<file path="src/rtl/uart_pkg.sv">
`default_nettype none
// ============================================================================
//  Module   : uart_pkg
//  Purpose  : Shared definitions for the UART transmit framer: parity mode
//             encodings and the framer state enumeration.
//  Contents : PAR_NONE / PAR_ODD / PAR_EVEN / PAR_MARK  (2-bit codes)
//             uart_state_t                              (3-bit FSM states)
//  Revision : 1.0  initial release
// ============================================================================
package uart_pkg;

    localparam logic [1:0] PAR_NONE = 2'b00;
    localparam logic [1:0] PAR_ODD  = 2'b01;
    localparam logic [1:0] PAR_EVEN = 2'b10;
    localparam logic [1:0] PAR_MARK = 2'b11;

    typedef enum logic [2:0] {
        ST_IDLE   = 3'd0,
        ST_START  = 3'd1,
        ST_DATA   = 3'd2,
        ST_PARITY = 3'd3,
        ST_STOP   = 3'd4
    } uart_state_t;

endpackage : uart_pkg
`default_nettype wire

</file>
<file path="src/rtl/parity_calc.sv">
`default_nettype none
// ============================================================================
//  Module   : parity_calc
//  Purpose  : Combinational parity bit generator for one UART payload.
//  Ports    : payload_i     [DATA_WIDTH-1:0]  payload to protect
//             parity_type_i [1:0]             PAR_NONE/ODD/EVEN/MARK
//             parity_bit_o                    bit to transmit in the parity slot
//  Revision : 1.0  initial release
// ============================================================================
module parity_calc
    import uart_pkg::*;
#(
    parameter int DATA_WIDTH = 8
) (
    input  logic [DATA_WIDTH-1:0] payload_i,
    input  logic [1:0]            parity_type_i,
    output logic                  parity_bit_o
);

    logic w_xor;

    assign w_xor = ^payload_i;

    always_comb begin
        parity_bit_o = 1'b0;
        case (parity_type_i)
            PAR_ODD:  parity_bit_o = ~w_xor;
            PAR_EVEN: parity_bit_o = w_xor;
            PAR_MARK: parity_bit_o = 1'b1;
            default:  parity_bit_o = 1'b0;   // no parity slot is sent
        endcase
    end

endmodule : parity_calc
`default_nettype wire

</file>
<file path="src/rtl/uart_tx_framer.sv">
`default_nettype none
// ============================================================================
//  Module   : uart_tx_framer
//  Purpose  : UART transmit framer. Serialises one payload per accepted
//             request as start bit, DATA_WIDTH data bits (LSB first), an
//             optional parity bit and one or two stop bits.
//  Ports    : clk          clock, rising edge
//             rst          synchronous active-high reset
//             data_in      payload, latched on accept
//             parity_type  00 none, 01 odd, 10 even, 11 mark; latched on accept
//             stop_bits    0 = one stop bit, 1 = two; latched on accept
//             tx_valid     send request
//             tx_ready     high only while idle; accept = tx_valid & tx_ready
//             tx_out       serial line, idle high
//             busy         high while a frame is in progress
//             done         one-cycle pulse in the first idle cycle after a frame
//  Revision : 1.0  initial release
// ============================================================================
module uart_tx_framer
    import uart_pkg::*;
#(
    parameter int DATA_WIDTH   = 8,
    parameter int CLKS_PER_BIT = 16
) (
    input  logic                  clk,
    input  logic                  rst,
    input  logic [DATA_WIDTH-1:0] data_in,
    input  logic [1:0]            parity_type,
    input  logic                  stop_bits,
    input  logic                  tx_valid,
    output logic                  tx_ready,
    output logic                  tx_out,
    output logic                  busy,
    output logic                  done
);

    localparam int C_CNT_W = (CLKS_PER_BIT > 1) ? $clog2(CLKS_PER_BIT) : 1;
    localparam int C_IDX_W = (DATA_WIDTH > 1) ? $clog2(DATA_WIDTH) : 1;

    localparam logic [C_CNT_W-1:0] C_CNT_RELOAD = C_CNT_W'(CLKS_PER_BIT - 1);
    localparam logic [C_IDX_W-1:0] C_IDX_LAST   = C_IDX_W'(DATA_WIDTH - 1);

    uart_state_t             state_q;
    logic [C_CNT_W-1:0]      cnt_q;        // cycles left in the current bit
    logic [C_IDX_W-1:0]      bit_idx_q;    // data bit currently on the line
    logic [DATA_WIDTH-1:0]   data_q;       // payload as accepted (parity source)
    logic [DATA_WIDTH-1:0]   shift_q;      // payload bits still to be sent
    logic [1:0]              par_type_q;
    logic                    stop2_q;
    logic                    stop_left_q;  // a second stop bit follows this one
    logic                    tx_out_q;
    logic                    tx_ready_q;
    logic                    busy_q;
    logic                    done_q;

    logic                    w_bit_end;
    logic                    w_parity;

    assign w_bit_end = (cnt_q == '0);

    // Parity is derived from the latched payload so that input changes while
    // busy cannot reach the line.
    parity_calc #(
        .DATA_WIDTH (DATA_WIDTH)
    ) u_parity_calc (
        .payload_i     (data_q),
        .parity_type_i (par_type_q),
        .parity_bit_o  (w_parity)
    );

    always_ff @(posedge clk) begin
        if (rst) begin
            state_q     <= ST_IDLE;
            cnt_q       <= '0;
            bit_idx_q   <= '0;
            data_q      <= '0;
            shift_q     <= '0;
            par_type_q  <= '0;
            stop2_q     <= 1'b0;
            stop_left_q <= 1'b0;
            tx_out_q    <= 1'b1;
            tx_ready_q  <= 1'b1;
            busy_q      <= 1'b0;
            done_q      <= 1'b0;
        end else begin
            done_q <= 1'b0;
            case (state_q)
                ST_IDLE: begin
                    if (tx_valid && tx_ready_q) begin
                        data_q     <= data_in;
                        shift_q    <= data_in;
                        par_type_q <= parity_type;
                        stop2_q    <= stop_bits;
                        cnt_q      <= C_CNT_RELOAD;
                        tx_out_q   <= 1'b0;
                        tx_ready_q <= 1'b0;
                        busy_q     <= 1'b1;
                        state_q    <= ST_START;
                    end
                end

                ST_START: begin
                    if (w_bit_end) begin
                        cnt_q     <= C_CNT_RELOAD;
                        bit_idx_q <= '0;
                        tx_out_q  <= shift_q[0];
                        shift_q   <= shift_q >> 1;
                        state_q   <= ST_DATA;
                    end else begin
                        cnt_q <= cnt_q - C_CNT_W'(1);
                    end
                end

                ST_DATA: begin
                    if (w_bit_end) begin
                        cnt_q <= C_CNT_RELOAD;
                        if (bit_idx_q == C_IDX_LAST) begin
                            bit_idx_q <= '0;
                            if (par_type_q != PAR_NONE) begin
                                tx_out_q <= w_parity;
                                state_q  <= ST_PARITY;
                            end else begin
                                tx_out_q    <= 1'b1;
                                stop_left_q <= stop2_q;
                                state_q     <= ST_STOP;
                            end
                        end else begin
                            bit_idx_q <= bit_idx_q + C_IDX_W'(1);
                            tx_out_q  <= shift_q[0];
                            shift_q   <= shift_q >> 1;
                        end
                    end else begin
                        cnt_q <= cnt_q - C_CNT_W'(1);
                    end
                end

                ST_PARITY: begin
                    if (w_bit_end) begin
                        cnt_q       <= C_CNT_RELOAD;
                        tx_out_q    <= 1'b1;
                        stop_left_q <= stop2_q;
                        state_q     <= ST_STOP;
                    end else begin
                        cnt_q <= cnt_q - C_CNT_W'(1);
                    end
                end

                ST_STOP: begin
                    if (w_bit_end) begin
                        if (stop_left_q) begin
                            stop_left_q <= 1'b0;
                            cnt_q       <= C_CNT_RELOAD;
                        end else begin
                            // Counter is already zero here, matching its idle value.
                            tx_ready_q <= 1'b1;
                            busy_q     <= 1'b0;
                            done_q     <= 1'b1;
                            state_q    <= ST_IDLE;
                        end
                    end else begin
                        cnt_q <= cnt_q - C_CNT_W'(1);
                    end
                end

                default: begin
                    state_q    <= ST_IDLE;
                    cnt_q      <= '0;
                    tx_out_q   <= 1'b1;
                    tx_ready_q <= 1'b1;
                    busy_q     <= 1'b0;
                end
            endcase
        end
    end

    assign tx_out   = tx_out_q;
    assign tx_ready = tx_ready_q;
    assign busy     = busy_q;
    assign done     = done_q;

endmodule : uart_tx_framer
`default_nettype wire

</file>
<file path="config.mk">
export PLATFORM = sky130hd
export DESIGN_NAME = uart_tx_framer
export DESIGN_NICKNAME = d
export VERILOG_FILES = /design/src/rtl/uart_pkg.sv /design/src/rtl/parity_calc.sv /design/src/rtl/uart_tx_framer.sv
export SDC_FILE = /design/constraint.sdc
export NUM_CORES = 1
export LEC_CHECK = 0
export CORE_MARGIN = 1
export CORE_UTILIZATION = 60
export CTS_CLUSTER_DIAMETER = 120
export DETAILED_ROUTE_END_ITERATION = 8
export GPL_ROUTABILITY_DRIVEN = 0
export MAX_ROUTING_LAYER = met4
export PLACE_DENSITY = 0.82
export SYNTH_ARGS = -nofsm -noshare
export SYNTH_HDL_FRONTEND = slang
export SYNTH_SLANG_ARGS = --single-unit
export TNS_END_PERCENT = 10
</file>
<file path="constraint.sdc">
create_clock -name clk -period 5.05 [get_ports clk]
set_input_delay 0.7575 -clock clk [delete_from_list [all_inputs] [get_ports clk]]
set_output_delay 0.7575 -clock clk [all_outputs]
set_load 0.1 [all_outputs]
</file>
Word level (Yosys, flattened, before mapping)
Index checks and enable logic that the tools add are counted.
{ "word_totals": {"reg_bits": 34, "in_bits": 14, "out_inout_bits": 4, "word_cells": 99} }
{ "classes": {"add_sub_neg": 2, "n_eq_ne": 18, "n_mux": 45, "bitwise": 4, "reduce_logical": 18} }
{ "op_table": {"columns": ["cell", "n"], "rows": [
  ["$mux 3", 11],
  ["$mux 8", 4],
  ["$pmux 8 s3", 1],
  ["$ne 2x2->1 const B", 9],
  ["$mux 1", 17],
  ["$mux 4", 4],
  ["$pmux 3 s5", 1],
  ["$pmux 1 s3", 4],
  ["$pmux 4 s3", 1],
  ["$reduce_and 5->1", 2],
  ["$reduce_xor 8->1", 1],
  ["$reduce_and 7->1", 1],
  ["$eq 3x2->1 const B", 2],
  ["$eq 3x3->1 const B", 2],
  ["$pmux 3 s2", 1],
  ["$reduce_and 6->1", 1],
  ["$reduce_bool 3->1", 2],
  ["$reduce_or 3->1", 2],
  ["$pmux 1 s5", 1],
  ["$eq 2x2->1 const B", 2],
  ["$logic_not 4->1", 1],
  ["$not 1->1", 4],
  ["$reduce_and 2->1", 2],
  ["$reduce_and 4->1", 1],
  ["9 further kinds", 10]
]} }

Depth between registers and ports, before layout
Gate-level depths: netlist of run 1.
{ "depth": {"depth_word": 7, "mapped_depth": 8} }

Hierarchy
From an unflattened synthesis of run 1, not the netlist that was laid out.
{ "hier_totals": {"cells_unflattened": 205, "hier_area_um2": 1831.8} }
{ "by_module_without_submodules": {"columns": ["module", "instances", "cells_per_inst", "area_per_inst_um2", "seq_area_each_um2"], "rows": [
  ["uart_tx_framer", 1, 197, 1759.2, 680.7],
  ["parity_calc", 1, 8, 72.6, 0.0]
]} }

Worst setup path after synthesis of run 1
OpenSTA, ideal clock, no wires.
{ "synth_path": {"path_type": "reg2reg", "from": "reg tx_ready_q, in the netlist tx_ready", "to": "reg data_q[4]", "setup_time_ps": 128, "arrival_time_ps": 1935, "t_required_ps": 4922, "path_slack_ps": 2988, "stages_incl_launch_ff": 6, "n_path_buf": 1, "period_less_slack_ps": 2062, "cell_sequence": "dfxtp_1 nand2_1 nor2_1 buf_4 mux2i_1 nor2_1"} }
{ "synth_via": {"elab_chain_len": 2} }
{ "synth_rtl": {"columns": ["element", "line_no", "source"], "rows": [
  ["start: declaration", "uart_tx_framer.sv:52", "logic tx_ready_q;"],
  ["start signal: assignment", "uart_tx_framer.sv:82", "tx_ready_q <= 1'b1;"],
  ["start signal: assignment", "uart_tx_framer.sv:96", "tx_ready_q <= 1'b0;"],
  ["start signal: assignment", "uart_tx_framer.sv:155", "tx_ready_q <= 1'b1;"],
  ["$logic_and 1x1->1", "uart_tx_framer.sv:89", "if (tx_valid && tx_ready_q) begin"],
  ["$reduce_and 2->1 (no source line)", null, null],
  ["end signal: assignment", "uart_tx_framer.sv:90", "data_q <= data_in;"],
  ["end: declaration", "uart_tx_framer.sv:46", "logic [DATA_WIDTH-1:0] data_q;"]
]} }
No other way between the ends.
A chain may end at the register's enable or synchronous reset.

Worst setup path after layout of run 1
{ "layout_path": {"from": "reg tx_ready_q, in the netlist tx_ready", "to": "out tx_ready"} }
{ "layout_rtl": {"columns": ["element", "line_no", "source"], "rows": [
  ["end: declaration", "uart_tx_framer.sv:31", "output logic tx_ready,"]
]} }
No word-level cell between the ends.

==> out/metrics.yaml, run 1 <==
clock_network:
  cts_root_buf: "clkbuf_4"
  clk_pin_slew_worst_paths_ns: 0.10
  cts_setup_buffers: 0
  clock_path_buffers: 2
  cts-buffers-inserted: 5
  cts.sinks: 34
  postCtsHoldBufs: 0
  clkLatencyLatePin_ns: 0.35
  cts_resized: 0
  cts_tree: "built"
  h-tree-depth: 2
critical_path:
  cp_slowest_cell: "clkdlybuf4s50_1"
  crit_buf_inv: 1
  startpoint_type: "register"
  cp_top_family: "buffers and inverters"
  arrival_ns: 1.92
  endpoint_kind: "output pin"
  critPathKind: "register to output pin"
  cp_cell_sequence: "clkdlybuf4s50_1"
  worstPathRequired_ns: 4.29
  slowest_delay_ns: 1.16
  worstPathMaxFanout: 6
yosys:
  synth.cell_area_um2: 1770
  synth_seq_cells: 34
  synthesis.nets: 214
  ys.flop_type: "dfxtp_1"
  ys_types: 46
  synthCells: 197
  synth_edf_count: 0
  ys_warn_count: 0
  synthArstFlopShare_pct: 0
  syn_area_per_cell_um2: 9.00
  seq_area_frac_synth_pct: 38.4
power_and_ir_drop:
  seqPwrFrac_pct: 40.4
  p_switching_mw: 0.327
  comb_power_share_pct: 36.3
  ir_worst_vdd_mv: 0.418
  p_int_mw: 0.554
  p_leak_nw: 0.748
  power.density_nw_per_um2: 440
  clock_power_share_pct: 23.4
  p_sw_share_pct: 37.1
route:
  m1WireLength_um: 1680
  viasPerCell: 6.33
  dr.pass1.iters: 4
  wl_met3_um: 252
  avgRoutedWirePerCell_um: 15.3
  vias: 1525
  routed-wl-met2_um: 1690
  top_layer_used: "met4"
  wl_um: 3690
  drtAntennaViolNets: 0
  drt_iter0_drc: 85
  drc: 0
floorplan:
  core.rowCount: 19
  ios: 18
  initial_utilization_pct: 63.7
  die_x_um: 56.4
  die_h_um: 56.4
  core-area_um2: 2780
  die_area_um2: 3180
timing:
  finalSetupViolCount: 0
  tightestPinTransition_ns: 1.19
  setup_tns_ns: 0
  slew_headroom_pct: 20.2
  period_share_pct: 53.0
  rsz0062_at_grt: "false"
  finalHoldViolations: 0
  final.min_clock_period_ns: 2.68
  slew_violations: 0
  max_freq_mhz: 374
  skew_ns: 0.00727
global_routing:
  grt_max_degree: 33
  grt_pass1_vias: 1470
  overflow: 0
  grt_pass1_wl_um: 6450
  antenna_found_initial: 0
  grt_usage_pct: 26.5
placed_design:
  hpwl_um: 2580
  numPortBuffers: 17
  dp_cells: 234
final_layout:
  fin_cells: 241
  drive_above_1_share_pct: 10.0
  fillers: 214
  utilization_pct: 72.0
  area_delta_synth_final_pct: 13.0
  fin_nets: 227
  diodes: 0
min_path:
  hold_class: "register to register"
job:
  maxCapViolCount: 0
status:
  status: "completed"
[worst register-to-register path: stages (launching register included)]
cell	delay (ns)
dfxtp_1	0.60
or3_1	0.51
nor2_1	0.91
mux2i_1	0.30
nor2_1	0.06
[flip-flops by register name (all words and copies together) (netlist names)]
| register | flops |
|---|---|
| data_q | 8 |
| shift_q | 8 |
| cnt_q | 4 |
| bit_idx_q | 3 |
| state_q | 3 |
| par_type_q | 2 |
| busy | 1 |
| done | 1 |
| stop2_q | 1 |
| stop_left_q | 1 |
| tx_out | 1 |
| tx_ready | 1 |
[layout make-up]
cell class | count | area [um^2] | area share, %
clock buffers | 6 | 51.3 | 2.56
clock inverters | 1 | 30.0 | 1.50
repair buffers | 18 | 178 | 8.87
inverters | 4 | 15.0 | 0.750
flip-flops and latches | 34 | 681 | 34.0
multi-input cells | 147 | 1010 | 50.4
well taps | 31 | 38.8 | 1.94
[cells in the final DEF (no fill, tap or decap), types with 2 or more instances in the layout]
cell,count
nand2_1,8
nor2_2,2
nand2b_1,2
xor2_1,2
a22o_1,3
xnor2_1,7
o221a_2,2
nor2_1,32
ha_1,3
inv_1,4
o21a_1,2
a211oi_1,5
a21oi_1,9
clkdlybuf4s50_1,17
o211ai_1,2
clkbuf_4,5
nor2b_1,3
nor4b_1,2
dfxtp_1,34
a211oi_2,3
o21ai_0,10
mux2i_1,17
nor3_1,6
a221oi_1,3
a22oi_1,6
[routing by layer]
| metal | GRT usage [%] | up-vias |
|---|---|---|
| li1 | - | 746 |
| met1 | 32.3 | 710 |
| met2 | 41.7 | 59 |
| met3 | 7.83 | 10 |
| met4 | 9.76 | 0 |
| met5 | - | - |
[power groups by stage]
| stage | sequential (mW) | clock, mW | combinational (mW) |
|---|---|---|---|
| final | 0.356 | 0.206 | 0.320 |
| after global routing | 0.363 | 0.219 | 0.351 |
| after CTS | 0.355 | 0.208 | 0.320 |
| after detailed placement | 0.360 | 0 | 0.317 |
| after global placement | 0.357 | 0 | 0.306 |
| after floorplan | 0.385 | 0 | 0.235 |
[path summary, 6_finish.rpt]
kind	start	endpoint	slack, ns	depth (start not counted)
hold / removal	shift_q[7]$_SDFFE_PP0P_	shift_q[7]$_SDFFE_PP0P_	0.48	2
hold reg to reg	shift_q[7]$_SDFFE_PP0P_	shift_q[7]$_SDFFE_PP0P_	0.48	2
setup reg to reg	state_q[2]$_SDFFE_PP0P_	par_type_q[0]$_SDFFE_PP0P_	2.56	4
setup / recovery	tx_ready$_SDFFE_PP1P_	tx_ready	2.37	1
[synthesized netlist by cell type, types with 3 or more instances]
cell,number,area share [%]
mux2i_1,17,9.6
a211oi_2,3,2.1
xnor2_1,7,3.5
a21oi_1,9,2.5
nand2_1,8,1.7
nor3_1,6,1.7
nor2b_1,3,1.1
o21ai_0,10,2.8
inv_1,4,0.85
a22o_1,3,1.5
a211oi_1,5,2.1
a22oi_1,6,2.5
dfxtp_1,34,38
nor2_1,32,6.8
ha_1,3,2.1
a221oi_1,3,1.5
buf_2,3,0.85
clkbuf_1,5,1.1
[stage by stage]
stage,cell area (um^2),hold slack [ns],power (mW),worst slack (ns)
CTS,2000,0.485,0.882,2.38
detailed placement,1920,0.470,0.677,2.20
floorplan,1770,0.446,0.620,2.99
global placement,1920,0.463,0.663,2.29
global route,2000,0.523,0.934,2.31
finish,2000,0.479,0.881,2.37
[logic make-up after synthesis]
| family | count (synthesis) | share of synthesized area (%) |
|---|---|---|
| mux | 17 | 9.60 |
| xor+xnor | 9 | 4.45 |
| compound gates | 54 | 23.3 |
| fa+ha+maj | 3 | 2.12 |
| buf+inv | 16 | 4.66 |
| simple gates | 64 | 17.5 |
| flops | 34 | 38.4 |
(Power assumes the default switching activity.)
==> inputs of run 2 (changes only) <==
--- a/config.mk
+++ b/config.mk
@@ -6,12 +6,12 @@
 export NUM_CORES = 1
 export LEC_CHECK = 0
 export CORE_MARGIN = 1
-export CORE_UTILIZATION = 60
+export CORE_UTILIZATION = 50
 export CTS_CLUSTER_DIAMETER = 120
 export DETAILED_ROUTE_END_ITERATION = 8
 export GPL_ROUTABILITY_DRIVEN = 0
 export MAX_ROUTING_LAYER = met4
-export PLACE_DENSITY = 0.82
+export PLACE_DENSITY = 0.72
 export SYNTH_ARGS = -nofsm -noshare
 export SYNTH_HDL_FRONTEND = slang
 export SYNTH_SLANG_ARGS = --single-unit
==> constraint.sdc (replaced) <==
create_clock -name clk -period 2.4 [get_ports clk]
set_input_delay 0.36 -clock clk [delete_from_list [all_inputs] [get_ports clk]]
set_output_delay 0.36 -clock clk [all_outputs]
set_load 0.1 [all_outputs]
==> run 2 against run 1 <==
Against the previous run:
- clock skew increased by 0.0052 ns
- combinational power increased by 110%
- highest routed layer unchanged
- critical path depth increased by 6
- largest power group unchanged
- non-clock buffer count increased by 3
- first-iteration DRC count increased by 9.4%
- critical endpoint is now shift_q[4]$_SDFFE_PP0P_
- final area increased by 0.50%
- cell count increased by 7.9%
- worst hold slack improved by 0.019 ns
- sequential cell count unchanged
==> out/metrics.yaml, run 2 (same netlist as run 1, synthesis figures left out) <==
status:
  status: "completed"
power_and_ir_drop:
  clock_power_share_pct: 19.1  # -4.3 points
  power.density_nw_per_um2: 872  # +98%
  seqPwrFrac_pct: 42.2  # +1.8 points
  p_leak_nw: 0.759  # +1.5%
  total_power_mw: 1.76  # +99%
  p_switching_mw: 0.688  # +110%
  p_int_mw: 1.07  # +93%
  ir_worst_vdd_mv: 0.483  # +16%
  p_sw_share_pct: 39.2  # +2.1 points
  comb_power_share_pct: 38.7  # +2.4 points
clock_network:
  cts_tree: "built"
  cts_resized: 0  # unchanged
  clock_path_buffers: 2  # unchanged
  postCtsHoldBufs: 0  # unchanged
  clk_pin_slew_worst_paths_ns: 0.11  # about the same
  h-tree-depth: 2  # unchanged
  clkLatencyLatePin_ns: 0.34  # about the same
  cts-buffers-inserted: 5  # unchanged
  cts_setup_buffers: 0  # unchanged
  cts.sinks: 34  # unchanged
  cts_root_buf: "clkbuf_4"
min_path:
  worstHoldStart: "shift_q[7]$_SDFFE_PP0P_"
  hold_class: "register to register"
  whs_endpoint: "shift_q[7]$_SDFFE_PP0P_"
  whs_path_depth: 2  # unchanged
floorplan:
  die_h_um: 61.5  # +9.2%
  core.rowCount: 21  # +2
  initial_utilization_pct: 52.7  # -11 points
  ios: 18  # unchanged
  core-area_um2: 3360  # +21%
  die_area_um2: 3790  # +19%
  die_x_um: 61.5  # +9.2%
route:
  drtAntennaViolNets: 0  # unchanged
  vias: 1485  # -2.6%
  avgRoutedWirePerCell_um: 14.0  # -8.5%
  drc: 0  # unchanged
  dr.pass1.iters: 4  # unchanged
  wl_um: 3640  # -1.3%
  viasPerCell: 5.71  # -9.7%
  drt_iter0_drc: 93  # +9.4%
placed_design:
  numPortBuffers: 17  # unchanged
  hpwl_um: 2650  # +2.5%
timing:
  rsz0062_at_grt: "false"
  period_share_pct: 86.5
  finalHoldViolations: 0  # unchanged
  final.min_clock_period_ns: 2.08
  slew_headroom_pct: 58.6  # +38 points
  setup_tns_ns: 0  # unchanged
  max_freq_mhz: 482
  finalSetupViolCount: 0  # unchanged
  skew_ns: 0.0125  # +0.00519 ns
  tightestPinTransition_ns: 0.619  # -0.573 ns
  slew_violations: 0  # unchanged
final_layout:
  layout_common_cells: "34 x dfxtp_1, 32 x nor2_1, 17 x mux2i_1"
  fin_nets: 230  # +1.3%
  diodes: 0  # unchanged
  area_delta_synth_final_pct: 13.5
  multi_input_area_um2: 1010  # unchanged
  drive_above_1_share_pct: 13.1  # +3.1 points
  seq_area_um2: 681  # unchanged
  fillers: 330  # +54%
  largestRegisters: "data_q: 8 flops, shift_q: 8 flops, cnt_q: 4 flops"
  layout_commonest_cell: "dfxtp_1"
global_routing:
  grt_max_degree: 32  # -3.0%
  overflow: 0  # unchanged
  antenna_found_initial: 0  # unchanged
  grt_pass1_wl_um: 6110  # -5.3%
  grt_pass1_vias: 1378  # -6.3%
  grt_usage_pct: 22.9  # -3.6 points
critical_path:
  r2r_start: "cnt_q[0]$_SDFFE_PP0P_"
  r2r_slack_ns: 0.32  # -2.24 ns
  worstPathMaxFanout: 15  # +9
  reg2reg_to: "shift_q[4]$_SDFFE_PP0P_"
  endpoint_kind: "register"
  worstPathRequired_ns: 2.66  # -1.63 ns
  crit_start: "cnt_q[0]$_SDFFE_PP0P_"
  critPathKind: "register to register"
  arrival_ns: 2.34  # +0.42 ns
  startpoint_type: "register"
  r2r_cells: 7  # +3
job:
  maxCapViolCount: 0  # unchanged
run 2: power groups by stage:
| stage | clock (mW) | sequential [mW] | combinational (mW) |
|---|---|---|---|
| final | 0.335 | 0.741 | 0.679 |
| after global routing | 0.371 | 0.756 | 0.741 |
| after CTS | 0.343 | 0.741 | 0.680 |
| after detailed placement | 0 | 0.753 | 0.677 |
| after global placement | 0 | 0.750 | 0.656 |
| after floorplan | 0 | 0.809 | 0.495 |
run 2: per-layer routing:
metal	global-route usage [%]	wire length, um	part of all wire, %	vias to the layer above
li1	-	-	-	743
met1	27.4	1650	45	708
met2	37.8	1810	50	30
met3	6.30	157	4.3	4
met4	6.03	30	0.82	0
met5	-	0	0	-
run 2: how the worst max path moves through the flow:
stage,cells after the start,to
global route,7,shift_q[6]$_SDFFE_PP0P_
floorplan,5,data_q[4]$_SDFFE_PP0P_
finish,7,shift_q[4]$_SDFFE_PP0P_
CTS,7,shift_q[6]$_SDFFE_PP0P_
global placement,7,shift_q[6]$_SDFFE_PP0P_
detailed placement,7,shift_q[6]$_SDFFE_PP0P_
run 2: through the flow:
stage	worst slack, ns	hold slack (ns)	cells	utilization [%]	area, um^2
3_3_place_gp	0.514	0.461	252	58.1	1950
4_1_cts	0.337	0.502	260	59.9	2010
5_1_grt	0.153	0.535	260	59.9	2010
6_report	0.324	0.499	260	59.9	2010
3_5_place_dp	0.375	0.484	252	58.1	1950
2_1_floorplan	0.338	0.436	197	-	1770
run 2: worst max-delay path, stage by stage (launching register included):
cell      delay (ns)
dfxtp_1         0.36
inv_1           0.07
ha_1            0.21
nor3b_2         0.47
o21ai_2         0.15
a21oi_4         0.41
nor2_1          0.12
a211oi_2        0.20
run 2: final cells by class:
type / count / area share (%)
Clock inverter: 1 / 0.249
Clock buffer: 7 / 2.73
Multi-Input combinational cell: 147 / 50.2
Timing Repair Buffer: 21 / 9.45
Tap cell: 46 / 2.86
Inverter: 4 / 0.746
Sequential cell: 34 / 33.8
==> inputs of run 3 (changes only) <==
--- a/config.mk
+++ b/config.mk
@@ -6,7 +6,7 @@
 export NUM_CORES = 1
 export LEC_CHECK = 0
 export CORE_MARGIN = 1
-export CORE_UTILIZATION = 50
+export CORE_UTILIZATION = 40
 export CTS_CLUSTER_DIAMETER = 120
 export DETAILED_ROUTE_END_ITERATION = 8
 export GPL_ROUTABILITY_DRIVEN = 0
@@ -14,5 +14,6 @@
 export PLACE_DENSITY = 0.72
 export SYNTH_ARGS = -nofsm -noshare
 export SYNTH_HDL_FRONTEND = slang
+export SYNTH_HIERARCHICAL = 1
 export SYNTH_SLANG_ARGS = --single-unit
 export TNS_END_PERCENT = 10
==> run 3 against run 2 <==
Against the previous run:
- combinational power grew 30%
- via count shrank 2.8%
- die area grew 28%
- count of clock-buffer cells in the layout shrank 1
- critical endpoint is now shift_q[1]$_SDFFE_PP0P_
- largest cell class unchanged
==> out/metrics.yaml, run 3 <==
status:
  status: "completed"
critical_path:
  cp_cell_sequence: "inv_1, ha_1, or3b_4, a21oi_4, and2_1, a211oi_2"
  path_depth: 6  # -1
  startpoint_type: "register"
  worstPathMaxFanout: 12  # -3
  r2r_cells: 6  # -1
  cp_slowest_cell: "or3b_4"
  endpoint_kind: "register"
  crit_buf_inv: 1  # unchanged
  arrival_ns: 2.20  # -0.14 ns
  slowest_delay_ns: 0.49  # +0.02 ns
  worstPathRequired_ns: 2.56  # -0.10 ns
  critPathKind: "register to register"
  cp_top_family: "simple AND/OR/NAND/NOR gates"
timing:
  slew_headroom_pct: 68.4  # +9.7 points
  period_share_pct: 85.2  # -1.3 points
  final.min_clock_period_ns: 2.04  # -0.0318 ns
  rsz0062_at_grt: "false"
  max_freq_mhz: 489  # +1.6%
  skew_ns: 0.00600  # -0.00646 ns
  setup_tns_ns: 0  # unchanged
  finalSetupViolCount: 0  # unchanged
  finalHoldViolations: 0  # unchanged
  whs_ns: 0.457  # -0.0413 ns
  fin_ws_ns: 0.355  # +0.0318 ns
  slew_violations: 0  # unchanged
  tightestPinTransition_ns: 0.474  # -0.146 ns
clock_network:
  postCtsHoldBufs: 0  # unchanged
  cts.sinks: 34  # unchanged
  clk_pin_slew_worst_paths_ns: 0.07  # -0.04 ns
  clock_path_buffers: 2  # unchanged
  h-tree-depth: 2  # unchanged
  cts-buffers-inserted: 5  # unchanged
  cts_root_buf: "clkbuf_8"
  cts_setup_buffers: 0  # unchanged
  cts_tree: "built"
  cts_resized: 0  # unchanged
  clkLatencyLatePin_ns: 0.29  # -0.05 ns
final_layout:
  fin_cells: 271  # +4.2%
  fin_nets: 235  # +2.2%
  layout_commonest_cell: "dfxtp_1"
  largestRegisters: "data_q: 8 flops, shift_q: 8 flops, cnt_q: 4 flops"
  diodes: 0  # unchanged
  final_area_um2: 2060  # +2.5%
  layout_common_cells: "34 x dfxtp_1, 32 x a21oi_1, 29 x nand2_1"
  drive_above_1_share_pct: 15.5  # +2.4 points
  utilization_pct: 47.1  # -13 points
  area_delta_synth_final_pct: 12.7
route:
  avgRoutedWirePerCell_um: 13.1  # -6.3%
  viasPerCell: 5.33  # -6.7%
  wl_um: 3560  # -2.4%
  dr.pass1.iters: 4  # unchanged
  drt_iter0_drc: 96  # +3.2%
  drtAntennaViolNets: 0  # unchanged
  drc: 0  # unchanged
  vias: 1444  # -2.8%
job:
  maxCapViolCount: 0  # unchanged
power_and_ir_drop:
  seqPwrFrac_pct: 37.1  # -5.1 points
  total_power_mw: 2.11  # +20%
  p_sw_share_pct: 40.4  # +1.3 points
  power.density_nw_per_um2: 1020  # +17%
  ir_worst_vdd_mv: 0.465  # -3.6%
  p_leak_nw: 0.757  # -0.34%
  p_switching_mw: 0.854  # +24%
  clock_power_share_pct: 21.2  # +2.1 points
  p_int_mw: 1.26  # +18%
  comb_power_share_pct: 41.7  # +3.0 points
floorplan:
  core.rowCount: 24  # +14%
  die_h_um: 69.7  # +13%
  die_x_um: 69.7  # +13%
  core-area_um2: 4380  # +30%
  initial_utilization_pct: 41.8  # -11 points
  die_area_um2: 4850  # +28%
  ios: 18  # unchanged
global_routing:
  antenna_found_initial: 0  # unchanged
  grt_pass1_wl_um: 5980  # -2.0%
  grt_max_degree: 17  # -47%
  overflow: 0  # unchanged
  grt_pass1_vias: 1340  # -2.8%
  grt_usage_pct: 15.9  # -7.0 points
yosys:
  synth_edf_count: 0  # unchanged
  synthCells: 205  # +4.1%
  synth_top_area_cell: "dfxtp_1"
  yosysMostFrequentCell: "dfxtp_1"
  ys_types: 49  # +6.5%
  synth_common_cells: "34 x dfxtp_1, 32 x a21oi_1, 29 x nand2_1"
  seq_area_frac_synth_pct: 37.2  # -1.2 points
  netlist_top_cells_area: "dfxtp_1 37%, a21oi_1 8.7%, a211oi_2 6.1%"
  synthesis.nets: 222  # +3.7%
  synth_seq_cells: 34  # unchanged
  netlist.area_leader.share_pct: 37.2  # -1.2 points
  synth.cell_area_um2: 1830  # +3.3%
  ys_warn_count: 6  # +6
  synthArstFlopShare_pct: 0  # unchanged
  ys.flop_type: "dfxtp_1"
  syn_area_per_cell_um2: 8.94  # -0.71%
placed_design:
  numPortBuffers: 17  # unchanged
  hpwl_um: 2550  # -3.6%
  dp_cells: 263  # +4.4%
  dp_slack_ns: 0.260  # -0.114 ns
  dpl_cell_area_um2: 1970  # +0.83%
min_path:
  hold_class: "register to register"
  whs_path_depth: 2  # unchanged
[run 3: changes by cell type in the layout (fill, tap and decap cells not counted), sizes merged, moves of 2 or more]
cell	delta
a21oi	+23
nand2	+21
nor2	-20
mux2i	-8
a22oi	-5
a221oi	-3
a22o	-3
nor3	-3
o21ai	-3
a211oi	+2
nor2b	-2
o21a	-2
or2	+2
or4b	+2
[run 3: cell families after synthesis]
group	count (synthesis)	synth area share [%]
XOR/XNOR	8	3.83
adder cells (fa/ha/maj)	3	2.05
buffers and inverters	19	7.03
flip-flops	34	37.2
multiplexers	10	5.53
AO/OA/AOI/OAI	67	26.0
AND/OR/NAND/NOR	64	18.4
[run 3: worst paths after layout]
| path | start | end | slack (ns) |
|---|---|---|---|
| worst max-delay path | cnt_q[0]$_SDFFE_PP0P_ | shift_q[1]$_SDFFE_PP0P_ | 0.36 |
| worst min-delay path | stop2_q$_SDFFE_PP0P_ | stop2_q$_SDFFE_PP0P_ | 0.46 |
| worst max register to register | cnt_q[0]$_SDFFE_PP0P_ | shift_q[1]$_SDFFE_PP0P_ | 0.36 |
| worst min register to register | stop2_q$_SDFFE_PP0P_ | stop2_q$_SDFFE_PP0P_ | 0.46 |
[run 3: layer usage]
layer / GRT usage [%] / up-vias / routed length (um) / part of all wire (%)
met5: - / - / 0 / 0
met4: 6.44 / 0 / 53 / 1.5
met3: 3.92 / 4 / 95 / 2.7
met2: 25.7 / 23 / 1730 / 49
met1: 18.9 / 667 / 1670 / 47
li1: - / 750 / - / -
[run 3: power by group through the flow]
stage / sequential [mW] / combinational (mW) / clock (mW)
finish: 0.784 / 0.881 / 0.447
global route: 0.807 / 0.958 / 0.484
CTS: 0.784 / 0.884 / 0.457
detailed placement: 0.795 / 0.883 / 0
global placement: 0.794 / 0.871 / 0
floorplan: 0.862 / 0.711 / 0
[run 3: area by class of cell]
cell class                 instances  area [um^2]
fill                             428         2320
multi-input combinational        152         1020
sequential                        34          681
timing repair buffer              20          183
clock buffer                       6         82.6
tap                               52         65.1
inverter                           5         18.8
clock inverter                     2         12.5
[run 3: worst min-delay path: cells and delay by family (launching register included)]
family	cells	cell delay [ns]
flops	1	0.31
compound gates	1	0.05
simple gates	1	0.05
